## src/rtl/finger_pkg.sv

```systemverilog
// Shared state encoding and default constants for the round judge block.
// Latency: none (types and constants only).
// Backpressure: none.
package finger_pkg;
    localparam int LIVES_W       = 2;
    localparam int KEYS_DEF      = 4;
    localparam int DB_CYCLES_DEF = 16;

    typedef enum logic [2:0] {
        IDLE      = 3'd0,
        WAIT_OPEN = 3'd1,
        ARMED     = 3'd2,
        DONE      = 3'd3,
        OVER      = 3'd4
    } judgeState_t;
endpackage

```

## src/rtl/key_edge.sv

```systemverilog
// Synchronizes and debounces raw push buttons, emitting a one-cycle press pulse per debounced rise.
// Latency: raw rise to press pulse is DB_CYCLES+3 cycles.
// Backpressure: none; presses are pulses and are dropped if nobody looks.
module key_edge #(
    parameter int KEYS      = 4,
    parameter int DB_CYCLES = 16
) (
    input  logic            clk,
    input  logic            rst,
    input  logic [KEYS-1:0] keys,
    output logic [KEYS-1:0] press
);
    localparam int CW = (DB_CYCLES > 1) ? $clog2(DB_CYCLES) : 1;
    localparam logic [CW-1:0] CNT_LAST = CW'(DB_CYCLES - 1);

    logic [KEYS-1:0]         sync1;
    logic [KEYS-1:0]         sync2;
    logic [KEYS-1:0]         level;
    logic [KEYS-1:0]         levelQ;
    logic [KEYS-1:0][CW-1:0] stableCnt;

    always_ff @(posedge clk) begin
        if (rst) begin
            sync1     <= '0;
            sync2     <= '0;
            level     <= '0;
            levelQ    <= '0;
            press     <= '0;
            stableCnt <= '0;
        end else begin
            sync1  <= keys;
            sync2  <= sync1;
            levelQ <= level;
            press  <= level & ~levelQ;
            // Level only follows the synchronized key after DB_CYCLES consecutive disagreeing samples.
            for (int i = 0; i < KEYS; i++) begin
                if (sync2[i] == level[i]) begin
                    stableCnt[i] <= '0;
                end else if (stableCnt[i] == CNT_LAST) begin
                    level[i]     <= sync2[i];
                    stableCnt[i] <= '0;
                end else begin
                    stableCnt[i] <= stableCnt[i] + CW'(1);
                end
            end
        end
    end
endmodule

```

## src/rtl/round_judge.sv

```systemverilog
// Judges debounced key presses against the latched target in each round window; keeps score and lives.
// Latency: hit/miss registered one cycle after the deciding press or window fall.
// Backpressure: none; one verdict per window, extra presses are ignored.
module round_judge
    import finger_pkg::*;
#(
    parameter int KEYS      = KEYS_DEF,
    parameter int SCORE_W   = 8,
    parameter int LIVES     = 3,
    parameter int DB_CYCLES = DB_CYCLES_DEF
) (
    input  logic               clk,
    input  logic               rst,
    input  logic               gameState,
    input  logic               window,
    input  logic [KEYS-1:0]    target,
    input  logic [KEYS-1:0]    keys,
    output logic               hit,
    output logic               miss,
    output logic [SCORE_W-1:0] score,
    output logic [LIVES_W-1:0] lives,
    output logic               gameOver
);
    localparam logic [LIVES_W-1:0] LIVES_INIT = LIVES_W'(LIVES);

    judgeState_t        state;
    judgeState_t        stateNext;
    logic               windowQ;
    logic [KEYS-1:0]    targetQ;
    logic [KEYS-1:0]    targetNext;
    logic [KEYS-1:0]    press;
    logic               hitNext;
    logic               missNext;
    logic [SCORE_W-1:0] scoreNext;
    logic [LIVES_W-1:0] livesNext;
    logic [LIVES_W-1:0] livesDec;
    logic               rise;
    logic               fall;

    key_edge #(
        .KEYS      (KEYS),
        .DB_CYCLES (DB_CYCLES)
    ) keyEdge (
        .clk   (clk),
        .rst   (rst),
        .keys  (keys),
        .press (press)
    );

    assign rise     = window & ~windowQ;
    assign fall     = ~window & windowQ;
    assign livesDec = lives - 1'b1;
    assign gameOver = (state == OVER);

    always_comb begin
        stateNext  = state;
        targetNext = targetQ;
        hitNext    = 1'b0;
        missNext   = 1'b0;
        scoreNext  = score;
        livesNext  = lives;
        if (!gameState) begin
            stateNext = IDLE;
        end else begin
            unique case (state)
                IDLE: begin
                    stateNext = WAIT_OPEN;
                    scoreNext = '0;
                    livesNext = LIVES_INIT;
                end
                WAIT_OPEN: begin
                    if (rise) begin
                        targetNext = target;
                        stateNext  = ARMED;
                    end
                end
                ARMED: begin
                    // A press in the fall cycle wins over the timeout.
                    if (press != '0 && press == targetQ) begin
                        hitNext   = 1'b1;
                        scoreNext = (&score) ? score : score + 1'b1;
                        stateNext = DONE;
                    end else if (press != '0 || fall) begin
                        missNext  = 1'b1;
                        livesNext = livesDec;
                        if (livesDec == '0) begin
                            stateNext = OVER;
                        end else if (window) begin
                            stateNext = DONE;
                        end else begin
                            stateNext = WAIT_OPEN;
                        end
                    end
                end
                DONE: begin
                    if (fall) begin
                        stateNext = WAIT_OPEN;
                    end
                end
                OVER: begin
                    stateNext = OVER;
                end
                default: begin
                    stateNext = IDLE;
                end
            endcase
        end
    end

    always_ff @(posedge clk) begin
        if (rst) begin
            state   <= IDLE;
            windowQ <= 1'b0;
            targetQ <= '0;
            hit     <= 1'b0;
            miss    <= 1'b0;
            score   <= '0;
            lives   <= LIVES_INIT;
        end else begin
            state   <= stateNext;
            windowQ <= window;
            targetQ <= targetNext;
            hit     <= hitNext;
            miss    <= missNext;
            score   <= scoreNext;
            lives   <= livesNext;
        end
    end
endmodule

```

## config.mk

```make
export PLATFORM = sky130hd
export DESIGN_NAME = round_judge
export DESIGN_NICKNAME = d
export VERILOG_FILES = /design/src/rtl/finger_pkg.sv /design/src/rtl/key_edge.sv /design/src/rtl/round_judge.sv
export SDC_FILE = /design/constraint.sdc
export NUM_CORES = 1
export LEC_CHECK = 0
export CORE_ASPECT_RATIO = 0.8
export CORE_MARGIN = 5
export CORE_UTILIZATION = 30
export CTS_CLUSTER_DIAMETER = 30
export DETAILED_ROUTE_END_ITERATION = 8
export GPL_TIMING_DRIVEN = 1
export SLEW_MARGIN = 20
export SYNTH_ARGS = -nofsm -noshare
export SYNTH_HDL_FRONTEND = slang
export SYNTH_SLANG_ARGS = --single-unit
```

## constraint.sdc

```tcl
create_clock -name clk -period 1.5 [get_ports clk]
set_input_delay 0.15 -clock clk [delete_from_list [all_inputs] [get_ports clk]]
set_output_delay 0.15 -clock clk [all_outputs]
set_load 0.03 [all_outputs]
```

==> flow_metrics.py, run 1 <==
metrics = {
    "status": {
        "status": "finished with violations",
        "failed_checks": "setup timing",
    },
    "die": {
        "die_y_um": 88.04,
        "initial_core_util_pct": 30.89,
        "rows": 28,
        "pin_count": 25,
        "core_area_mm2": 0.007392,
        "dieWidth_um": 107.5,
        "dieArea_mm2": 0.009467,
    },
    "power_and_ir_drop": {
        "peakVddDrop_uv": 512.9,
        "p_leak_uw": 0.001274,
        "fin_total_pwr_uw": 2672,
        "power.density_mw_per_mm2": 849.6,
    },
    "routing": {
        "vias": 1808,
        "firstDrtPassIters": 4,
        "routedWlPerCell_um": 11.74,
        "vias_per_cell": 4.475,
        "drt-total-wl_um": 4741,
        "drc": 0,
        "drtIter0Drc": 45,
        "antenna_left": 0,
    },
    "sta": {
        "worst_pin_slew_ns": 0.3392,
        "max_slew_margin_pct": 77.33,
        "rsz0062_at_grt": "true",
        "setup_ws_ns": -0.1883,
        "min_period_over_period_pct": 112.6,
        "period_minus_slack_ns": 1.688,
        "setup_viol": 14,
        "max_freq_ghz": 0.5923,
        "fin_skew_ns": 0.008210,
        "final-hold-violation-count": 0,
        "finalSetupTns_ns": -1.480,
        "slew_violations": 0,
    },
    "cells_and_area": {
        "ff_latch_area_mm2": 0.001142,
        "drive_gt1_share_pct": 26.42,
        "final_common_cell": "dfxtp_1",
        "final_cells": 404,
        "multi_input_area_mm2": 0.001216,
        "fin_nets": 316,
        "n_antenna_cell": 0,
        "areaGrowthSynthToFinish_pct": 37.75,
        "stdcell_area_mm2": 0.003146,
        "fillers": 739,
        "mostFrequentLayoutCells": "45 x dfxtp_1, 36 x buf_4, 29 x nor2_1",
    },
    "critical_path": {
        "setup.worst_path.end_class": "flip-flop",
        "slowest_stage": "or3_4",
        "crit_type": "reg2reg",
        "worstPathArrival_ns": 1.88,
        "path_delay_family": "simple AND/OR/NAND/NOR gates",
        "startpoint_type": "flip-flop",
        "worstPathCellList": "xor2_4 -> or3_4 -> o21ai_4 -> buf_6 -> mux2i_1 -> o21ai_1",
        "rr_worst_depth": 6,
        "ff2ff_setup_slack_ns": -0.19,
        "critPathBufInv": 1,
        "cp_max_fo": 5,
        "worst_path_largest_cell_delay_ns": 0.45,
        "crit_cells": 6,
        "critPathRequiredTime_ns": 1.69,
        "reg2reg_from": "targetQ[3]$_SDFFE_PP0P_",
        "r2r_end": "lives[1]$_SDFFE_PP1P_",
    },
    "synthesis": {
        "ys_types": 40,
        "synth_area_mm2": 0.002283,
        "ys.flop_type": "dfxtp_1",
        "ys_warn_count": 0,
        "ys_seq_area_share_pct": 49.10,
        "synthArstFlopShare_pct": 0,
        "avgSynthCellArea_um2": 9.717,
        "synth.ff_latch_count": 56,
        "synth_edf_count": 0,
        "syn_nets": 253,
        "synth_cells": 235,
    },
    "grt": {
        "grt.total_usage_pct": 10.64,
        "overflow": 0,
        "grt_antenna_before_repair": 0,
        "grt_max_degree": 18,
        "first_global_vias": 1785,
        "grt_first_pass_wirelength_um": 8162,
    },
    "place": {
        "dpl_worst_slack_ns": -0.2932,
        "gp_congestion": 0.8350,
        "dp_cells": 391,
        "io_buffers": 24,
        "dpl_cell_area_mm2": 0.002912,
        "dp_hpwl_um": 3448,
    },
    "cts": {
        "clockRootBuffer": "clkbuf_8",
        "numCtsBuffers": 5,
        "numClockSinks": 56,
        "htreeDepth": 2,
        "clk_latency_ns": 0.30,
        "hold_buffers": 0,
        "clkTransAtPathRegs_ns": 0.10,
        "cts_max_path_buffers": 2,
        "cts_tree": "built",
    },
    "min_path": {
        "hold_path_class": "reg2reg",
        "whs_path_depth": 1,
        "hold_end": "keyEdge.press[1]$_SDFF_PP0_",
        "hp-start": "keyEdge.levelQ[1]$_SDFF_PP0_",
    },
    "run": {
        "drv_cap": 0,
    },
}
==> stage by stage <==
| step | utilization, % | hold WS (ns) |
|---|---|---|
| 2_1_floorplan | - | 0.2291 |
| 3_3_place_gp | 39.39 | 0.3732 |
| 3_5_place_dp | 39.39 | 0.3723 |
| 4_1_cts | 41.28 | 0.3801 |
| 5_1_grt | 42.55 | 0.3726 |
| 6_report | 42.55 | 0.3780 |
==> worst register-to-register path, cell delays in order (launching register included) <==
cell and delay [ns]:
dfxtp_4 0.39, xor2_4 0.16, or3_4 0.45, o21ai_4 0.19, buf_6 0.14, mux2i_1 0.18
o21ai_1 0.08
==> final cells by class <==
class                           count  share of cell area [%]
Clock buffer                        5                   2.188
Sequential cell                    56                   36.32
Timing Repair Buffer               62                   16.59
Tap cell                          105                   4.177
Multi-Input combinational cell    167                   38.66
Inverter                            6                  0.7160
Clock inverter                      3                   1.352
==> cell families after synthesis <==
logic type	synth area share [%]
DFF	49.10
xor gates and xnor gates	6.137
buffers and inverters	2.137
adders and majority gates	3.288
AOI/OAI and AO/OA	8.329
and+or+nand+nor	26.63
muxes	4.384
==> layer usage <==
metal,global-route usage [%],share of wire [%],up-vias,routed length (um)
li1,-,-,931,-
met1,13.81,51,859,2421
met2,17.78,46,16,2169
met3,2.506,2.5,2,118
met4,3.096,0.65,0,31
met5,0,0,-,0
==> cells in the mapped netlist, drive strengths merged, types with 2 or more instances <==
cell,instances,area [um2]
nor4,5,37.53
xor2,6,52.55
xnor2,10,87.58
clkbuf,3,11.26
nand4,2,12.51
and3,5,31.28
o21ai,9,48.80
nor2b,18,112.6
or3,5,36.28
nand3,9,45.04
nand2,12,45.04
nor2,30,112.6
inv,6,22.52
a21oi,7,35.03
dfxtp,56,1121
ha,6,75.07
nand2b,7,43.79
nor3,8,51.30
nor3b,4,57.56
buf,3,15.01
a32o,3,30.03
mux2i,10,100.1
==> power by group <==
group / leakage (uW) / internal (uW) / switching [uW]
registers: 0.000460 / 1500 / 15.7
clock network: 0.0000541 / 495 / 475
logic: 0.000760 / 106 / 81.8
==> how the worst max path moves through the flow <==
stage	from	endpoint
5_1_grt	targetQ[3]$_SDFFE_PP0P_	lives[1]$_SDFFE_PP1P_
6_report	targetQ[3]$_SDFFE_PP0P_	lives[1]$_SDFFE_PP1P_
3_3_place_gp	gameState	score[4]$_SDFFE_PP0P_
3_5_place_dp	gameState	score[4]$_SDFFE_PP0P_
2_1_floorplan	state[0]$_SDFFE_PP0P_	score[6]$_SDFFE_PP0P_
4_1_cts	targetQ[3]$_SDFFE_PP0P_	score[4]$_SDFFE_PP0P_
==> registers in the layout, indices dropped and copies added, names as in the netlist <==
signal             count
keyEdge.stableCnt     16
score                  8
keyEdge.levelQ         4
keyEdge.level          4
keyEdge.press          4
keyEdge.sync1          4
keyEdge.sync2          4
targetQ                4
state                  3
lives                  2
hit                    1
miss                   1
windowQ                1
==> what timing repair did <==
action,4_1_cts,5_1_grt
gates cloned,0,0
buffers inserted,3,3
gates resized for setup,20,16
pin swaps,6,11
endpoints found under the setup margin,24,14
(Power assumes the default switching activity.)
==> inputs of run 2 (changes only) <==
--- a/config.mk
+++ b/config.mk
@@ -5,6 +5,7 @@
 export SDC_FILE = /design/constraint.sdc
 export NUM_CORES = 1
 export LEC_CHECK = 0
+export ABC_CLOCK_PERIOD_IN_PS = 1500
 export CORE_ASPECT_RATIO = 0.8
 export CORE_MARGIN = 5
 export CORE_UTILIZATION = 30
==> results of run 2 <==
No change in the layout: final DEF, timing and power equal those of run 1.
==> inputs of run 3 (changes only) <==
--- a/config.mk
+++ b/config.mk
@@ -12,6 +12,7 @@
 export CTS_CLUSTER_DIAMETER = 30
 export DETAILED_ROUTE_END_ITERATION = 8
 export GPL_TIMING_DRIVEN = 1
+export PLACE_DENSITY = 0.55
 export SLEW_MARGIN = 20
 export SYNTH_ARGS = -nofsm -noshare
 export SYNTH_HDL_FRONTEND = slang
==> flow_metrics.py, run 3 (synthesized netlist as in run 1, its figures left out) <==
metrics = {
    "status": {
        "status": "finished with violations",
        "failed_checks": "setup timing",
    },
    "grt": {
        "grt_max_degree": 20,
        "grt_antenna_before_repair": 0,
        "overflow": 0,
        "first_global_vias": 1696,
        "grt_first_pass_wirelength_um": 8121,
        "grt.total_usage_pct": 10.91,
    },
    "critical_path": {
        "startpoint_type": "flip-flop",
        "worst_path_largest_cell_delay_ns": 0.37,
        "worstPathCellList": "xor2_2 -> o31ai_2 -> nor3b_4 -> o21ai_1 -> a32o_1",
        "setup.worst_path.end_class": "flip-flop",
        "critPathRequiredTime_ns": 1.72,
        "crit_type": "reg2reg",
        "worstPathArrival_ns": 1.86,
        "path_delay_family": "compound AO/OA/AOI/OAI gates",
        "slowest_stage": "nor3b_4",
        "critPathBufInv": 0,
        "cp_max_fo": 6,
    },
    "routing": {
        "routedWlPerCell_um": 11.81,
        "vias_per_cell": 4.457,
        "drtIter0Drc": 50,
        "firstDrtPassIters": 5,
        "vias": 1765,
        "drc": 0,
        "antenna_left": 0,
        "drt-total-wl_um": 4677,
    },
    "die": {
        "pin_count": 25,
        "rows": 28,
        "initial_core_util_pct": 30.89,
        "die_y_um": 88.04,
        "dieWidth_um": 107.5,
        "core_area_mm2": 0.007392,
        "dieArea_mm2": 0.009467,
    },
    "sta": {
        "period_minus_slack_ns": 1.646,
        "rsz0062_at_grt": "true",
        "setup_viol": 12,
        "setup_ws_ns": -0.1458,
        "min_period_over_period_pct": 109.7,
        "fin_skew_ns": 0.006264,
        "slew_violations": 0,
        "hold_ws_ns": 0.3736,
        "max_freq_ghz": 0.6076,
        "max_slew_margin_pct": 70.49,
        "worst_pin_slew_ns": 0.4386,
        "final-hold-violation-count": 0,
    },
    "power_and_ir_drop": {
        "p_leak_uw": 0.001266,
        "peakVddDrop_uv": 362.5,
        "fin_total_pwr_uw": 2710,
        "power.density_mw_per_mm2": 883.9,
    },
    "cells_and_area": {
        "final_common_cell": "dfxtp_1",
        "drive_gt1_share_pct": 22.68,
        "regMostFlops": "keyEdge.stableCnt",
        "mostFrequentLayoutCells": "47 x dfxtp_1, 30 x nor2_1, 28 x buf_4",
        "final_cells": 396,
        "n_antenna_cell": 0,
        "areaGrowthSynthToFinish_pct": 34.25,
        "fin_nets": 308,
        "largest_reg_flops": 16,
        "reg_top3": "keyEdge.stableCnt: 16 flops, score: 8 flops",
    },
    "cts": {
        "hold_buffers": 0,
        "numClockSinks": 56,
        "clk_latency_ns": 0.32,
        "cts_tree": "built",
        "htreeDepth": 2,
        "clkTransAtPathRegs_ns": 0.10,
        "numCtsBuffers": 5,
        "cts_max_path_buffers": 2,
        "clockRootBuffer": "clkbuf_8",
    },
    "place": {
        "dp_cells": 387,
        "gp_congestion": 0.8413,
        "io_buffers": 24,
        "dp_hpwl_um": 3402,
    },
    "min_path": {
        "hold_path_class": "in2reg",
    },
    "run": {
        "drv_cap": 0,
    },
}
## run 3: cell count changes in the layout (fill, tap and decap cells not counted), moves of 2 or more
cell / previous run / this run
dfxtp_1: 45 / 47
dfxtp_2: 8 / 6
clkdlybuf4s50_1: 13 / 11
dlymetal6s2s_1: 0 / 2
nor3_1: 5 / 7
buf_4: 36 / 28
nor3_2: 2 / 0
nor4_2: 2 / 0
nor4_1: 2 / 4
## run 3: final cells by class
class | instances | area [um2]
timing repair buffer | 54 | 475.5
clock buffer | 5 | 68.82
fill | 760 | 4327
inverter | 6 | 22.52
clock inverter | 3 | 45.04
tap | 105 | 131.4
multi-input combinational | 167 | 1182
sequential | 56 | 1140
## run 3: final timing paths
check	slack [ns]	cells past startpoint	endpoint	start
min	0.37	2	keyEdge.sync1[1]$_SDFF_PP0_	keys[1]
max	-0.15	5	score[4]$_SDFFE_PP0P_	targetQ[2]$_SDFFE_PP0P_
max reg2reg	-0.15	5	score[4]$_SDFFE_PP0P_	targetQ[2]$_SDFFE_PP0P_
min reg2reg	0.39	1	keyEdge.press[0]$_SDFF_PP0_	keyEdge.levelQ[0]$_SDFF_PP0_
## run 3: where the power goes
part / internal (uW) / leakage [uW] / switching, uW / total, uW
sequential: 1500 / 0.000459 / 14.6 / 1520
clock: 505 / 0.0000591 / 510 / 1020
combinational: 99.2 / 0.000748 / 79.7 / 179
total: 2110 / 0.00127 / 605 / 2710
## run 3: through the flow
| step | utilization (%) | TNS, ns | cell area (um2) | worst slack, ns |
|---|---|---|---|---|
| after floorplan | - | -0.1651 | 2330 | -0.07294 |
| after global placement | 39.15 | -2.581 | 2894 | -0.2501 |
| after detailed placement | 39.15 | -2.515 | 2894 | -0.2642 |
| after CTS | 41.20 | -1.123 | 3045 | -0.1487 |
| after global routing | 41.47 | -2.338 | 3065 | -0.2357 |
| final | 41.47 | -1.246 | 3065 | -0.1458 |
## run 3: metal layers
layer | global-route usage (%) | routed length [um]
met5 | 0 | 0
met4 | 5.505 | 129
met3 | 3.169 | 208
met2 | 16.14 | 1968
met1 | 14.54 | 2371
## run 3: timing repair
| action | 4_1_cts | 5_1_grt |
|---|---|---|
| pin swaps | 10 | 2 |
| endpoints found under the setup margin | 29 | 20 |
| buffers inserted | 2 | 0 |
| resized for setup | 24 | 7 |
| gates cloned | 0 | 0 |
==> patch (settings of run 1) <==
Set the package constant `DB_CYCLES_DEF` to 8 (it was 16).
--- a/src/rtl/finger_pkg.sv
+++ b/src/rtl/finger_pkg.sv
@@ -6,3 +6,3 @@
     localparam int KEYS_DEF      = 4;
-    localparam int DB_CYCLES_DEF = 16;
+    localparam int DB_CYCLES_DEF = 8;
 
Check against the original RTL: no difference found for any inputs over 10 cycles, from zero or initial values and one cycle with rst high; that may be too few to reach the edited logic, so the function may still have changed.
==> patch against run 1 <==
The flow still finishes with violations (setup timing). Wire length decreased by 4.7%. First-iteration DRC count decreased by 13%. Setup slack improved by 0.16 ns. Sequential cell count decreased by 4. Total power decreased by 7.7%. Combinational power increased by 4%. Clock skew decreased by 0.0025 ns. Die area decreased by 4.3%. Design area decreased by 4.5%. Synthesized area decreased by 4.8%. Highest routed layer unchanged.
==> patch: results (changes against run 1) <==
\begin{tabular}{lr}
\hline
Metric & Value \\
\hline
\multicolumn{2}{l}{\textbf{Final layout}} \\
Count of non-filler cells in the finished layout & 371 (-8.2\%) \\
Clock network area share & 3.25\% (-0.29 points) \\
Filler cells & 683 (-7.6\%) \\
Inverters, non-clock & 7 (+1) \\
Area taken by multi-input logic gates & 1200 sq um (-1.3\%) \\
\multicolumn{2}{l}{\textbf{Min path}} \\
Worst min-delay path startpoint & keyEdge.levelQ[0]\$\_SDFF\_PP0\_ \\
Worst Hold Path EP & keyEdge.press[0]\$\_SDFF\_PP0\_ \\
\multicolumn{2}{l}{\textbf{Placement}} \\
Routability-driven placement congestion ratio & 0.847 (+1.4\%) \\
Number of placed instances, taps included & 361 (-7.7\%) \\
Placed inst area & 2780 sq um (-4.6\%) \\
\multicolumn{2}{l}{\textbf{Run status}} \\
Violated checks & setup timing \\
Run status & complete, but fails checks \\
\multicolumn{2}{l}{\textbf{Yosys}} \\
Most frequent cells after synthesis & sky130\_fd\_sc\_hd\_\_dfxtp\_1, sky130\_fd\_sc\_hd\_\_nor2\_1, sky130\_fd\_sc\_hd\_\_nor2b\_1 \\
Share of the synthesized area in compound gates (AO/OA/AOI/OAI) & 8.06\% (-0.27 points) \\
Post-Synth Adder-Cell Area & 5.75\% (+2.5 points) \\
Post-Syn Nets & 242 (-4.3\%) \\
Post-synthesis xor/xnor area fraction & 3.22\% (-2.9 points) \\
\multicolumn{2}{l}{\textbf{STA}} \\
Final Setup Violations & 5 (-9) \\
Worst Hold Margin & 0.379 ns (+0.000486 ns) \\
Layout Skew & 0.00568 ns (-0.00253 ns) \\
Tightest slew margin relative to the limit & 79.2\% (+1.8 points) \\
Worst Setup Slack, final & -0.0312 ns (+0.157 ns) \\
\multicolumn{2}{l}{\textbf{Global route}} \\
Via count of the first global-routing pass & 1658 (-7.1\%) \\
Wire length of the first global-routing pass & 7.76 mm (-4.9\%) \\
\multicolumn{2}{l}{\textbf{Power}} \\
Psw & 611 uW (+6.9\%) \\
\multicolumn{2}{l}{\textbf{Route}} \\
Wirelength, routed & 4.52 mm (-4.7\%) \\
Post-DR vias/cell & 4.67 (+4.4\%) \\
\multicolumn{2}{l}{\textbf{Clock tree}} \\
Clock tree sinks & 52 (-7.1\%) \\
\multicolumn{2}{l}{\textbf{Floorplanning}} \\
Die area & 9060 sq um (-4.3\%) \\
\multicolumn{2}{l}{\textbf{Setup path}} \\
Slowest library cell on the worst path & sky130\_fd\_sc\_hd\_\_or4\_4 \\
\hline
\end{tabular}
==> patch: routing by layer <==
metal  wire length [um]  GRT usage [%]
met5                  0              0
met4                 54           3.72
met3                193           2.56
met2               2010           15.6
met1               2260           14.5
==> patch: power by group through the flow <==
stage	clock network, uW	logic, uW	registers [uW]
final	862	195	1410
after global routing	963	214	1410
after CTS	904	190	1410
after detailed placement	0	180	1440
after global placement	0	179	1440
after floorplan	0	93.2	1440
==> patch: critical path: cells and delay by family (launching register included) <==
family / cells / cell delay, ns
buffers and inverters: 1 / 0.13
and+or+nand+nor: 5 / 0.97
DFF: 1 / 0.36
==> patch: metrics by stage <==
step           power, uW  worst slack (ns)
6_report            2470           -0.0312
4_1_cts             2500           -0.0588
3_3_place_gp        1620            -0.300
3_5_place_dp        1620            -0.290
2_1_floorplan       1530           0.00274
5_1_grt             2590            -0.114
==> patch: repair_timing <==
action	4_1_cts	5_1_grt
gates resized for setup	29	11
pin swaps	13	5
endpoints found under the hold margin	0	0
setup buffers	1	1
setup endpoints to repair	22	20
